$ cat src/rtl/regf_pkg.sv
// Shared widths, requester ids and payload type for the register-file writeback path.
package regf_pkg;

  localparam int unsigned DATA_W = 32;
  localparam int unsigned ADDR_W = 5;

  typedef enum logic [1:0] {
    WB_ALU = 2'd0,
    WB_LSU = 2'd1,
    WB_MDU = 2'd2
  } wb_src_e;

  typedef struct packed {
    logic [ADDR_W-1:0] addr;
    logic [DATA_W-1:0] data;
  } wb_req_t;

  // True when two or more of up to eight requesters are valid.
  function automatic logic multi_hot(input logic [7:0] v);
    return (v & (v - 8'd1)) != 8'd0;
  endfunction

endpackage

$ cat src/rtl/rr_arbiter.sv
// Round-robin arbiter: one-hot grant scanning from rr_ptr, pointer moves past each winner.
module rr_arbiter #(
  parameter int unsigned N_REQ = 3,
  parameter int unsigned IDX_W = $clog2(N_REQ)
) (
  input  logic             clk,
  input  logic             rst,
  input  logic             en,
  input  logic [N_REQ-1:0] req,
  output logic [N_REQ-1:0] gnt,
  output logic [IDX_W-1:0] gnt_idx,
  output logic             gnt_vld
);

  logic [IDX_W-1:0] rr_ptr;
  int unsigned      scan;

  // First valid index at or after rr_ptr, wrapping modulo N_REQ.
  always_comb begin
    gnt     = '0;
    gnt_idx = '0;
    gnt_vld = 1'b0;
    scan    = 0;
    for (int unsigned k = 0; k < N_REQ; k++) begin
      scan = 32'(rr_ptr) + k;
      if (scan >= N_REQ) scan = scan - N_REQ;
      if (en && !gnt_vld && req[IDX_W'(scan)]) begin
        gnt[IDX_W'(scan)] = 1'b1;
        gnt_idx           = IDX_W'(scan);
        gnt_vld           = 1'b1;
      end
    end
  end

  always_ff @(posedge clk or negedge rst) begin
    if (!rst) begin
      rr_ptr <= '0;
    end else if (gnt_vld) begin
      if (32'(gnt_idx) == N_REQ - 1) rr_ptr <= '0;
      else                           rr_ptr <= gnt_idx + IDX_W'(1);
    end
  end

endmodule

$ cat src/rtl/regf_wb_arbiter.sv
// Arbitrates writeback sources onto the single register-file write port, with a
// registered output stage, operand forwarding flags and a saturating conflict counter.
module regf_wb_arbiter #(
  parameter int unsigned N_REQ  = 3,
  parameter int unsigned DATA_W = regf_pkg::DATA_W,
  parameter int unsigned ADDR_W = regf_pkg::ADDR_W,
  parameter int unsigned CNT_W  = 16
) (
  input  logic                    clk,
  input  logic                    rst,
  input  logic                    hold,
  input  logic [N_REQ-1:0]        req_valid,
  output logic [N_REQ-1:0]        req_ready,
  input  logic [N_REQ*ADDR_W-1:0] req_addr,
  input  logic [N_REQ*DATA_W-1:0] req_data,
  output logic                    wb_en,
  output logic [ADDR_W-1:0]       wb_addr,
  output logic [DATA_W-1:0]       wb_data,
  input  logic [ADDR_W-1:0]       rd_addr_a,
  input  logic [ADDR_W-1:0]       rd_addr_b,
  output logic                    fwd_a_hit,
  output logic                    fwd_b_hit,
  output logic [CNT_W-1:0]        conflict_cnt
);

  import regf_pkg::*;

  localparam int unsigned IDX_W = $clog2(N_REQ);

  logic [N_REQ-1:0]  gnt;
  logic [IDX_W-1:0]  gnt_idx;
  logic              gnt_vld;
  logic              arb_en;
  logic [ADDR_W-1:0] sel_addr;
  logic [DATA_W-1:0] sel_data;

  // Reset gates grants so req_ready is low throughout reset.
  assign arb_en    = rst && !hold;
  assign req_ready = gnt;

  rr_arbiter #(
    .N_REQ (N_REQ),
    .IDX_W (IDX_W)
  ) u_rr_arbiter (
    .clk     (clk),
    .rst     (rst),
    .en      (arb_en),
    .req     (req_valid),
    .gnt     (gnt),
    .gnt_idx (gnt_idx),
    .gnt_vld (gnt_vld)
  );

  always_comb begin
    sel_addr = '0;
    sel_data = '0;
    for (int unsigned i = 0; i < N_REQ; i++) begin
      if (32'(gnt_idx) == i) begin
        sel_addr = req_addr[i*ADDR_W +: ADDR_W];
        sel_data = req_data[i*DATA_W +: DATA_W];
      end
    end
  end

  // Writes to x0 are consumed but never raise the write enable.
  always_ff @(posedge clk or negedge rst) begin
    if (!rst) begin
      wb_en   <= 1'b0;
      wb_addr <= '0;
      wb_data <= '0;
    end else if (gnt_vld) begin
      wb_en   <= sel_addr != '0;
      wb_addr <= sel_addr;
      wb_data <= sel_data;
    end else begin
      wb_en   <= 1'b0;
    end
  end

  assign fwd_a_hit = wb_en && (wb_addr == rd_addr_a) && (rd_addr_a != '0);
  assign fwd_b_hit = wb_en && (wb_addr == rd_addr_b) && (rd_addr_b != '0);

  always_ff @(posedge clk or negedge rst) begin
    if (!rst) begin
      conflict_cnt <= '0;
    end else if (!hold && multi_hot(8'(req_valid)) && (conflict_cnt != '1)) begin
      conflict_cnt <= conflict_cnt + CNT_W'(1);
    end
  end

endmodule
$ cat config.mk
export PLATFORM = sky130hd
export DESIGN_NAME = regf_wb_arbiter
export DESIGN_NICKNAME = d
export VERILOG_FILES = /design/src/rtl/regf_pkg.sv /design/src/rtl/rr_arbiter.sv /design/src/rtl/regf_wb_arbiter.sv
export SDC_FILE = /design/constraint.sdc
export NUM_CORES = 1
export LEC_CHECK = 0
export ABC_AREA = 1
export BUFFER_PORTS_ARGS = -buffer_cell sky130_fd_sc_hd__buf_2
export CORE_UTILIZATION = 49
export DETAILED_ROUTE_END_ITERATION = 6
export PLACE_DENSITY = 0.92
export SLEW_MARGIN = 10
export SYNTH_ARGS = -nofsm -noshare
export SYNTH_HDL_FRONTEND = slang
export SYNTH_SLANG_ARGS = --single-unit
$ cat constraint.sdc
create_clock -name clk -period 3.8 [get_ports clk]
set_clock_uncertainty 0.1 [all_clocks]
set_input_delay 0.76 -clock clk [delete_from_list [all_inputs] [get_ports clk]]
set_output_delay 0.76 -clock clk [all_outputs]
set_load 0.1 [all_outputs]
==> flow_summary_export.csv, run 1 <==
group,metric,value,unit
floorplan,die_h,87.1,um
final_layout,drive_above_1_share,0.397,
final_layout,antenna_cells,0,
placement,routabilityCongestion,0.872,
clocking,clock_sinks,56,
clocking,root_buffer,"clkbuf_8",
min_path,worst_hold_path_type,"flop to flop",
yosys,ys_ff_latch,56,
routing,wire_per_inst,14.4,um
placement,place.port_buffers,185,
sta,period_share,0.830,
final_layout,syn2layout_area_growth,31.3,%
yosys,avgSynthCellArea,8.16,sq um
placement,post-dp-hpwl,8000,um
final_layout,layout_common_cells,"buf_2, nand2_1, dfrtp_1",
sta,period_needed,3.15,ns
global_route,antenna_found_initial,0,
yosys,synthCells,435,
yosys,yosys_warnings,0,
routing,wl,10200,um
yosys,synthArstFlopShare,1.00,
yosys,synthDistinctLibCells,42,
clocking,cts_setup_buffers,0,
clocking,cts_resized,0,
sta,final_hold_viol_count,0,
yosys,synth_edf_count,0,
global_route,grt_max_degree,57,
pwr,p_per_area,1040,mW/mm^2
routing,drt-pass1-iter-count,4,
sta,drv_slew,0,
clocking,tritoncts,"done",
final_layout,final_util,0.675,
sta,worst_pin_slew,0.699,ns
run,maxCapViolations,0,
floorplan,start_util,0.514,
pwr,ir_drop,0.000662,V
clocking,clk_pin_slew_worst_paths,0.10,ns
routing,drtAntennaViolNets,0,
worst_setup_path,cp_max_fo,7,
clocking,clock_latency,0.30,ns
final_layout,fin_nets,747,
clocking,hold_buffers,0,
clocking,cts_made_buffers,5,
floorplan,io_pins,186,
worst_setup_path,start_kind,"flop",
clocking,cts.htree.levels,2,
yosys,netlist_area,0.00355,sq mm
global_route,grt-ovfl-total,0,
floorplan,dieArea,0.00759,sq mm
global_route,grt_pass1_wl,15900,um
sta,whs,0.404,ns
routing,drc_errors,0,
floorplan,chipWidth,87.1,um
yosys,ys.flop_type,"dfrtp_1",
final_layout,mostFrequentLayoutCell,"buf_2",
sta,rsz0062_at_grt,"no",
floorplan,rows,30,
yosys,syn_nets,567,
sta,fmax,0.317,GHz
routing,via_count,3733,
global_route,grt_pass1_vias,3596,
clocking,clk_path_buf_depth,2,
floorplan,fp.coreArea,0.00691,sq mm
global_route,grt_use_total,0.269,
worst_setup_path,crit_type,"flop to output pin",
routing,drt-initial-drc-count,111,
routing,via_per_inst,5.25,
final_layout,nFillCells,594,
worst_setup_path,worstPathArrival,2.29,ns
pwr,p_leak,0.00236,uW
sta,finalSetupTns,0,ns
sta,setup_viol,0,
worst_setup_path,critPathRequiredTime,2.94,ns
yosys,synth-seq-area-share,0.395,
status,status,"finished clean",
worst_setup_path,crit_path_end_kind,"output pin",
sta,maxSlewHeadroom,0.534,
## Yosys cell counts (2+ instances only)
cell / count / area (sq um)
nor2_1: 43 / 161
nor2_4: 4 / 45.0
ha_1: 5 / 62.6
dfrtp_1: 56 / 1400
buf_4: 3 / 22.5
inv_1: 31 / 116
buf_2: 6 / 30.0
nand3_2: 2 / 20.0
nor3_1: 6 / 30.0
nor2_2: 2 / 12.5
nand3_1: 26 / 130
inv_2: 2 / 7.51
xnor2_1: 7 / 61.3
buf_6: 3 / 33.8
a21oi_1: 4 / 20.0
xor2_1: 12 / 105
a41oi_2: 19 / 309
clkbuf_1: 4 / 15.0
nand4_1: 14 / 87.6
nand2_2: 8 / 50.1
nand2_1: 146 / 548
o21ai_0: 12 / 60.1
## routing by layer
layer	vias up	routed length, um	GRT usage
met3	32	559	0.0521
li1	1794	-	-
met1	1744	4100	0.315
met4	0	330	0.107
met5	-	0	0
met2	163	5240	0.485
## worst paths after layout
kind / slack, ns / cells after the start / end / startpoint
worst max register to register: 0.98 / 14 / wb_data[24] / u_rr_arbiter.rr_ptr[0]
worst min register to register: 0.40 / 2 / wb_data[30] / wb_data[30]
worst min-delay path: 0.40 / 2 / wb_data[30] / wb_data[30]
min in group asynchronous: 0.51 / 2 / conflict_cnt[5] / rst
max in group asynchronous: 2.61 / 2 / conflict_cnt[15] / rst
worst max-delay path: 0.65 / 11 / req_ready[2] / u_rr_arbiter.rr_ptr[0]
## cell type report
cell class / instances / area, sq um / area share
clock buffers: 6 / 72.6 / 0.0156
clock inverters: 1 / 8.76 / 0.00188
inverters: 34 / 130 / 0.0279
multi-input cells: 329 / 1930 / 0.413
flip-flops and latches: 56 / 1400 / 0.301
well taps: 96 / 120 / 0.0258
repair buffers: 189 / 1000 / 0.215
## kinds of logic after synthesis
kind of cell | after synthesis | synth area share
fa+ha+maj | 5 | 0.0176
compound gates | 45 | 0.136
buf+inv | 50 | 0.0652
xor+xnor | 19 | 0.0469
flops | 56 | 0.395
simple gates | 260 | 0.339
## flip-flops by register name, indices dropped and copies added, names as in the netlist
signal	count
u_rr_arbiter.rr_ptr	2
wb_data	32
wb_en	1
conflict_cnt	16
wb_addr	5
## stage by stage
step	std cells	worst slack (ns)	power (uW)	cell area (sq um)
after floorplan	435	-0.499	3900	3560
after global placement	704	0.888	4460	4580
after detailed placement	704	0.854	4550	4580
after CTS	711	0.657	4860	4660
after global routing	711	0.465	5090	4660
final	711	0.645	4850	4660
## power breakdown
part           leakage, uW  internal [uW]  switching (uW)  total, uW
sequential        0.000670            843             169       1010
clock            0.0000417            130             190        319
combinational      0.00164            719            2800       3520
total              0.00236           1690            3160       4850
## critical path, cell delays in order (launching register included)
cell	delay [ns]
dfrtp_1	0.40
inv_1	0.08
ha_1	0.48
inv_2	0.10
nand2_1	0.08
nand2_2	0.06
nand2_1	0.07
nand3_1	0.11
nor2_4	0.17
nand2_2	0.10
nand3_1	0.14
buf_12	0.19
Note: power is estimated with default switching activity, not from simulation.
==> run 2, diff against run 1 <==
--- a/config.mk
+++ b/config.mk
@@ -5,11 +5,11 @@
 export SDC_FILE = /design/constraint.sdc
 export NUM_CORES = 1
 export LEC_CHECK = 0
-export ABC_AREA = 1
+export ABC_AREA = 0
 export BUFFER_PORTS_ARGS = -buffer_cell sky130_fd_sc_hd__buf_2
-export CORE_UTILIZATION = 49
+export CORE_UTILIZATION = 42
 export DETAILED_ROUTE_END_ITERATION = 6
-export PLACE_DENSITY = 0.92
+export PLACE_DENSITY = 0.83
 export SLEW_MARGIN = 10
 export SYNTH_ARGS = -nofsm -noshare
 export SYNTH_HDL_FRONTEND = slang
==> constraint.sdc (replaced) <==
create_clock -name clk -period 2.7 [get_ports clk]
set_clock_uncertainty 0.1 [all_clocks]
set_input_delay 0.54 -clock clk [delete_from_list [all_inputs] [get_ports clk]]
set_output_delay 0.54 -clock clk [all_outputs]
set_load 0.1 [all_outputs]
==> flow_summary_export.csv, run 2 <==
group,metric,value,unit
status,status,"finished with violations",
status,violations,"negative setup slack",
final_layout,layout_common_cells,"buf_2, dfrtp_1, nand2_1",
worst_setup_path,start_kind,"flop",
worst_setup_path,reg2reg_depth,11,
global_route,grt_pass1_vias,4142,
global_route,grt_pass1_wl,19500,um
clocking,cts.htree.levels,2,
sta,maxSlewHeadroom,0.673,
yosys,synth_xor_xnor_area_share,0.0488,
floorplan,chipWidth,96.7,um
yosys,synth_mux_area_frac,0.00896,
sta,layout_setup_ws,-0.213,ns
sta,period_share,1.08,
sta,setup_viol,3,
yosys,synthAdderAreaFrac,0.0166,
global_route,use_met1,0.297,
floorplan,start_util,0.432,
worst_setup_path,worstPathArrival,2.27,ns
final_layout,drive_above_1_share,0.404,
yosys,synthCells,455,
global_route,grt-ovfl-total,0,
yosys,yosys-top-cells-area,"dfrtp_1, a21o_1, a31oi_1, nand3_1, o21ai_0",
final_layout,stdcell_count,754,
pwr,p_per_area,1310,mW/mm^2
yosys,synthArstFlopShare,1.00,
clocking,clock_latency,0.32,ns
final_layout,antenna_cells,0,
yosys,syn_nets,587,
floorplan,fp.coreArea,0.00872,sq mm
clocking,root_buffer,"clkbuf_8",
clocking,hold_buffers,0,
placement,routabilityCongestion,0.824,
routing,drtAntennaViolNets,0,
worst_setup_path,reg2reg_to,"wb_en",
worst_setup_path,rr_startpoint,"u_rr_arbiter.rr_ptr[1]",
pwr,seq_power_share,0.214,
floorplan,io_pins,186,
global_route,grt_use_met3,0.0448,
placement,dpl_worst_slack,-0.121,ns
yosys,synth_top_family_by_area,"compound AO/OA/AOI/OAI gates",
clocking,clock_sinks,56,
placement,place_area,0.00489,sq mm
final_layout,seq_area,0.00141,sq mm
final_layout,top_register,"wb_data",
yosys,synthSimpleGateAreaFrac,0.218,
sta,period_needed,2.91,ns
pwr,p_sw,4230,uW
pwr,clkPwrFrac,0.074,
yosys,synth_most_common_cell,"dfrtp_1",
yosys,netlist_area,0.00377,sq mm
routing,wl,11800,um
routing,via_per_inst,5.51,
routing,drt-initial-drc-count,172,
yosys,synth_area_leader_cell,"dfrtp_1",
worst_setup_path,reg2reg_slack,0.05,ns
clocking,tritoncts,"done",
yosys,ys_ff_latch,56,
sta,drv_slew,0,
floorplan,dieArea,0.00936,sq mm
routing,wire_per_inst,15.7,um
worst_setup_path,cp_slowest_cell,"a2111o_1",
yosys,avgSynthCellArea,8.28,sq um
global_route,grt_use_total,0.250,
yosys,synth_compound_area_frac,0.258,
placement,post-dp-hpwl,8690,um
min_path,worst_hold_path_type,"primary input to asynchronous set/reset pin",
yosys,synth_edf_count,0,
pwr,combPwrFrac,0.711,
clocking,clk_path_buf_depth,2,
worst_setup_path,max_stage_delay,0.45,ns
placement,dpl.cell_count,736,
floorplan,rows,34,
yosys,synth_top_cell_area_share,0.372,
pwr,p_leak,0.00255,uW
sta,worst_pin_slew,0.490,ns
final_layout,syn2layout_area_growth,36.9,%
worst_setup_path,critPathRequiredTime,2.06,ns
routing,drc_errors,0,
final_layout,reg.largest.list,"wb_data x32, conflict_cnt x16, wb_addr x5",
global_route,antenna_found_initial,0,
sta,fmax,0.343,GHz
pwr,netSwitchingFraction,0.624,
yosys,synthDistinctLibCells,55,
global_route,grt_max_degree,79,
final_layout,multi_input_area,0.00220,sq mm
final_layout,nFillCells,778,
sta,whs,0.110,ns
clocking,clk_pin_slew_worst_paths,0.12,ns
pwr,internal_power,2550,uW
routing,drt-pass1-iter-count,5,
clocking,cts_made_buffers,5,
sta,rsz0062_at_grt,"yes",
final_layout,mostFrequentLayoutCell,"buf_2",
worst_setup_path,crit_type,"flop to output pin",
worst_setup_path,cp_max_fo,5,
placement,place.port_buffers,185,
worst_setup_path,path_cells,"buf_6, ha_4, nor3b_4, nand2_1, a2111o_1, and2_4, clkinv_4, buf_12",
final_layout,post-route-cell-area,0.00516,sq mm
final_layout,fin_nets,777,
yosys,synth-seq-area-share,0.372,
global_route,met2_usage,0.442,
worst_setup_path,crit_path_end_kind,"output pin",
global_route,top_usage_layer,"met2",
run,maxCapViolations,0,
yosys,synthTopCellsByCount,"dfrtp_1, nand2_1, nor2_1, nand3_1, o21ai_0",
final_layout,largest_reg_flops,32,
sta,final_hold_viol_count,0,
routing,via_count,4155,
floorplan,die_h,96.7,um
yosys,ys.flop_type,"dfrtp_1",
yosys,yosys_warnings,0,
pwr,ir_drop,0.000957,V
[run 2: cell count changes after synthesis, moves of 6 or more]
cell and change:
a21o_1 +37, a31oi_1 +35, a41oi_2 -17, clkbuf_1 +8, inv_1 -18, nand2_1 -97, nand2_2 -8, nand2b_1 +6
nand3_1 +19, nand4_1 -13, o21ai_0 +28
[run 2: layout make-up]
type	count	area share
Inverter	14	0.0119
Sequential cell	56	0.273
Timing Repair Buffer	218	0.244
Clock inverter	3	0.00509
Tap cell	108	0.0262
Clock buffer	5	0.0133
Multi-Input combinational cell	350	0.427
[run 2: worst max-delay path by stage]
stage	startpoint	endpoint	slack, ns	depth (start not counted)
after floorplan	u_rr_arbiter.rr_ptr[1]	req_ready[0]	-0.20	9
after global placement	u_rr_arbiter.rr_ptr[1]	req_ready[0]	0.01	9
after detailed placement	u_rr_arbiter.rr_ptr[1]	req_ready[0]	-0.12	9
after CTS	u_rr_arbiter.rr_ptr[1]	req_ready[1]	-0.18	8
after global routing	u_rr_arbiter.rr_ptr[1]	req_ready[1]	-0.29	8
final	u_rr_arbiter.rr_ptr[1]	req_ready[1]	-0.21	8
[run 2: power by group through the flow]
stage / Combinational, uW / Sequential (uW) / Clock, uW
after floorplan: 1350 / 3720 / 0
after global placement: 4420 / 1440 / 0
after detailed placement: 4490 / 1460 / 0
after CTS: 4650 / 1450 / 526
after global routing: 5030 / 1500 / 549
final: 4820 / 1450 / 505
[run 2: worst max-delay path: cells and delay by family, from the launching register on]
kind	cells	cell delay, ns
flip-flops	1	0.43
adder cells (fa/ha/maj)	1	0.26
AND/OR/NAND/NOR	3	0.46
buffers and inverters	3	0.34
AO/OA/AOI/OAI	1	0.45
[run 2: timing repair]
item | 4_1_cts | 5_1_grt
resized for setup | 13 | 10
pin swaps | 6 | 3
buffers inserted | 5 | 5
endpoints found under the setup margin | 4 | 31
[run 2: kinds of logic (layout without fill, tap and decap cells)]
kind of cell	Yosys count	count (layout)
AOI/OAI and AO/OA	146	146
and+or+nand+nor	175	175
adders and majority gates	5	5
buffers and inverters	49	240
xor gates and xnor gates	21	21
DFF	56	56
muxes	3	3
[run 2: layer usage]
metal  up-vias  wire length (um)
li1       1991                 -
met1      1915              4720
met2       212              5970
met3        37               775
met4         0               360
met5         -                 0
[run 2: through the flow]
step	power (uW)	util	TNS, ns
global placement	5850	0.561	0
detailed placement	5950	0.561	-0.121
floorplan	5070	-	-0.202
CTS	6630	0.583	-0.529
global route	7080	0.592	-0.832
finish	6780	0.592	-0.598
==> run 3, diff against run 2 <==
--- a/config.mk
+++ b/config.mk
@@ -7,10 +7,11 @@
 export LEC_CHECK = 0
 export ABC_AREA = 0
 export BUFFER_PORTS_ARGS = -buffer_cell sky130_fd_sc_hd__buf_2
-export CORE_UTILIZATION = 42
+export CORE_UTILIZATION = 46
 export DETAILED_ROUTE_END_ITERATION = 6
-export PLACE_DENSITY = 0.83
+export PLACE_DENSITY = 0.87
 export SLEW_MARGIN = 10
 export SYNTH_ARGS = -nofsm -noshare
 export SYNTH_HDL_FRONTEND = slang
+export SYNTH_HIERARCHICAL = 1
 export SYNTH_SLANG_ARGS = --single-unit
==> constraint.sdc (replaced) <==
create_clock -name clk -period 3.2 [get_ports clk]
set_clock_uncertainty 0.1 [all_clocks]
set_input_delay 0.64 -clock clk [delete_from_list [all_inputs] [get_ports clk]]
set_output_delay 0.64 -clock clk [all_outputs]
set_load 0.1 [all_outputs]
==> flow_summary_export.csv, run 3 <==
group,metric,value,unit
status,status,"finished clean",
pwr,ir_drop,0.000766,V
global_route,grt_use_total,0.248,
final_layout,top_register,"wb_data",
sta,worst_pin_slew,0.711,ns
final_layout,fin_nets,695,
final_layout,antenna_cells,0,
final_layout,drive_above_1_share,0.417,
placement,dpl_worst_slack,0.189,ns
yosys,ys.flop_type,"dfrtp_1",
yosys,syn_nets,521,
global_route,grt-ovfl-total,0,
global_route,grt_pass1_vias,3487,
sta,period_needed,3.09,ns
global_route,grt_max_degree,57,
worst_setup_path,start_kind,"flop",
yosys,synth_area_leader_cell,"dfrtp_1",
routing,drc_errors,0,
yosys,netlist_area,0.00358,sq mm
clocking,tritoncts,"done",
yosys,avgSynthCellArea,9.19,sq um
final_layout,reg.largest.list,"wb_data x32, conflict_cnt x16, wb_addr x5",
sta,layout_setup_ws,0.108,ns
yosys,synthCells,389,
sta,setup_viol,0,
yosys,synthDistinctLibCells,55,
routing,via_per_inst,5.35,
clocking,cts.htree.levels,2,
clocking,clk_pin_slew_worst_paths,0.10,ns
routing,wl,10300,um
clocking,clock_sinks,56,
sta,final_hold_viol_count,0,
sta,maxSlewHeadroom,0.526,
yosys,synthArstFlopShare,1.00,
clocking,cts_made_buffers,5,
pwr,p_leak,0.00226,uW
min_path,hp-start,"conflict_cnt[15]",
worst_setup_path,cp_max_fo,10,
routing,drtAntennaViolNets,0,
worst_setup_path,crit_type,"flop to output pin",
clocking,cts_setup_buffers,0,
final_layout,nFillCells,617,
routing,drt-initial-drc-count,177,
final_layout,post-route-cell-area,0.00478,sq mm
global_route,antenna_found_initial,0,
floorplan,rows,31,
placement,routabilityCongestion,1.00,
sta,period_share,0.966,
routing,via_count,3545,
placement,place.port_buffers,185,
pwr,p_per_area,1180,mW/mm^2
sta,drv_slew,0,
floorplan,start_util,0.485,
routing,wire_per_inst,15.6,um
yosys,yosys_warnings,6,
sta,fmax,0.323,GHz
worst_setup_path,rr_startpoint,"u_rr_arbiter/rr_ptr[1]",
final_layout,mostFrequentLayoutCell,"buf_2",
yosys,synth_edf_count,0,
floorplan,die_h,90.2,um
worst_setup_path,worstPathArrival,2.35,ns
yosys,ys_ff_latch,56,
clocking,clock_latency,0.29,ns
run,maxCapViolations,0,
placement,post-dp-hpwl,7970,um
yosys,synth-seq-area-share,0.392,
final_layout,syn2layout_area_growth,33.7,%
placement,place_area,0.00465,sq mm
yosys,yosys-top-cells-area,"dfrtp_1, mux2i_1, a21oi_1, nor2_1, xor2_1",
clocking,clk_path_buf_depth,2,
worst_setup_path,cp-startpoint,"u_rr_arbiter/rr_ptr[1]",
global_route,grt_pass1_wl,16500,um
clocking,root_buffer,"clkbuf_8",
worst_setup_path,critPathRequiredTime,2.46,ns
min_path,worst_hold_path_type,"flop to flop",
floorplan,fp.coreArea,0.00737,sq mm
floorplan,dieArea,0.00813,sq mm
floorplan,chipWidth,90.2,um
worst_setup_path,crit_path_end_kind,"output pin",
final_layout,layout_common_cells,"buf_2, nor2_1, a21oi_1",
clocking,hold_buffers,0,
floorplan,io_pins,186,
routing,drt-pass1-iter-count,4,
yosys,synth_top_cell_area_share,0.392,
yosys,synth_most_common_cell,"nor2_1",
yosys,synthTopCellsByCount,"nor2_1, a21oi_1, dfrtp_1, mux2i_1, xor2_1",
final_layout,largest_reg_flops,32,
-- run 3: report_power, final --
| group | internal (uW) | total (uW) | switching [uW] | leakage, uW |
|---|---|---|---|---|
| clock network | 156 | 387 | 231 | 0.0000445 |
| logic | 855 | 3970 | 3120 | 0.00157 |
| registers | 1010 | 1270 | 266 | 0.000643 |
| total | 2020 | 5630 | 3620 | 0.00226 |
-- run 3: area by class of cell --
class	count	area (sq um)	share of cell area
flip-flops and latches	56	1400	0.293
inverters	4	15.0	0.00314
repair buffers	193	1040	0.218
well taps	99	124	0.0259
multi-input cells	303	2110	0.440
clock buffers	5	68.8	0.0144
clock inverters	3	21.3	0.00445
-- run 3: cells by family (layout without fill, tap and decap cells) --
logic type	count (synthesis)	in the layout	share of synthesized area
xor+xnor	22	22	0.0539
fa+ha+maj	6	6	0.0203
compound gates	94	94	0.152
simple gates	134	134	0.204
flops	56	56	0.392
mux	47	47	0.141
buf+inv	30	205	0.0374
-- run 3: stage by stage --
step | power, uW | setup TNS [ns] | utilization | hold WS [ns] | instances
final | 5630 | 0 | 0.649 | 0.392 | 663
after global routing | 5880 | -0.0169 | 0.649 | 0.409 | 663
after CTS | 5590 | 0 | 0.645 | 0.395 | 663
after detailed placement | 5170 | 0 | 0.631 | 0.378 | 655
after global placement | 5070 | 0 | 0.631 | 0.375 | 655
after floorplan | 4430 | -0.0298 | - | 0.244 | 389
-- run 3: layer usage --
layer	vias up	share of wire	global-route usage
met2	110	0.53	0.442
met1	1702	0.42	0.312
met3	16	0.033	0.0296
met5	-	0	0
met4	0	0.018	0.0793
li1	1717	-	-
-- run 3: final timing paths --
kind / cells after the start / slack (ns) / endpoint
max: 8 / 0.11 / req_ready[1]
max reg2reg: 10 / 0.37 / wb_en
max in group asynchronous: 2 / 2.08 / u_rr_arbiter/rr_ptr[0]
min in group asynchronous: 2 / 0.41 / wb_data[30]
min reg2reg: 1 / 0.39 / conflict_cnt[15]
min: 1 / 0.39 / conflict_cnt[15]
-- run 3: repair_timing --
action,4_1_cts,5_1_grt
resized for setup,3,5
cloned,0,0
setup endpoints to repair,2,3
-- run 3: worst max-delay path: stages, from the launching register on --
cell and delay [ns]:
dfrtp_1 0.45, inv_1 0.14, ha_4 0.21, mux2i_4 0.33
mux2i_4 0.13, and2_1 0.18, a31o_1 0.19, a22o_1 0.26
buf_12 0.17
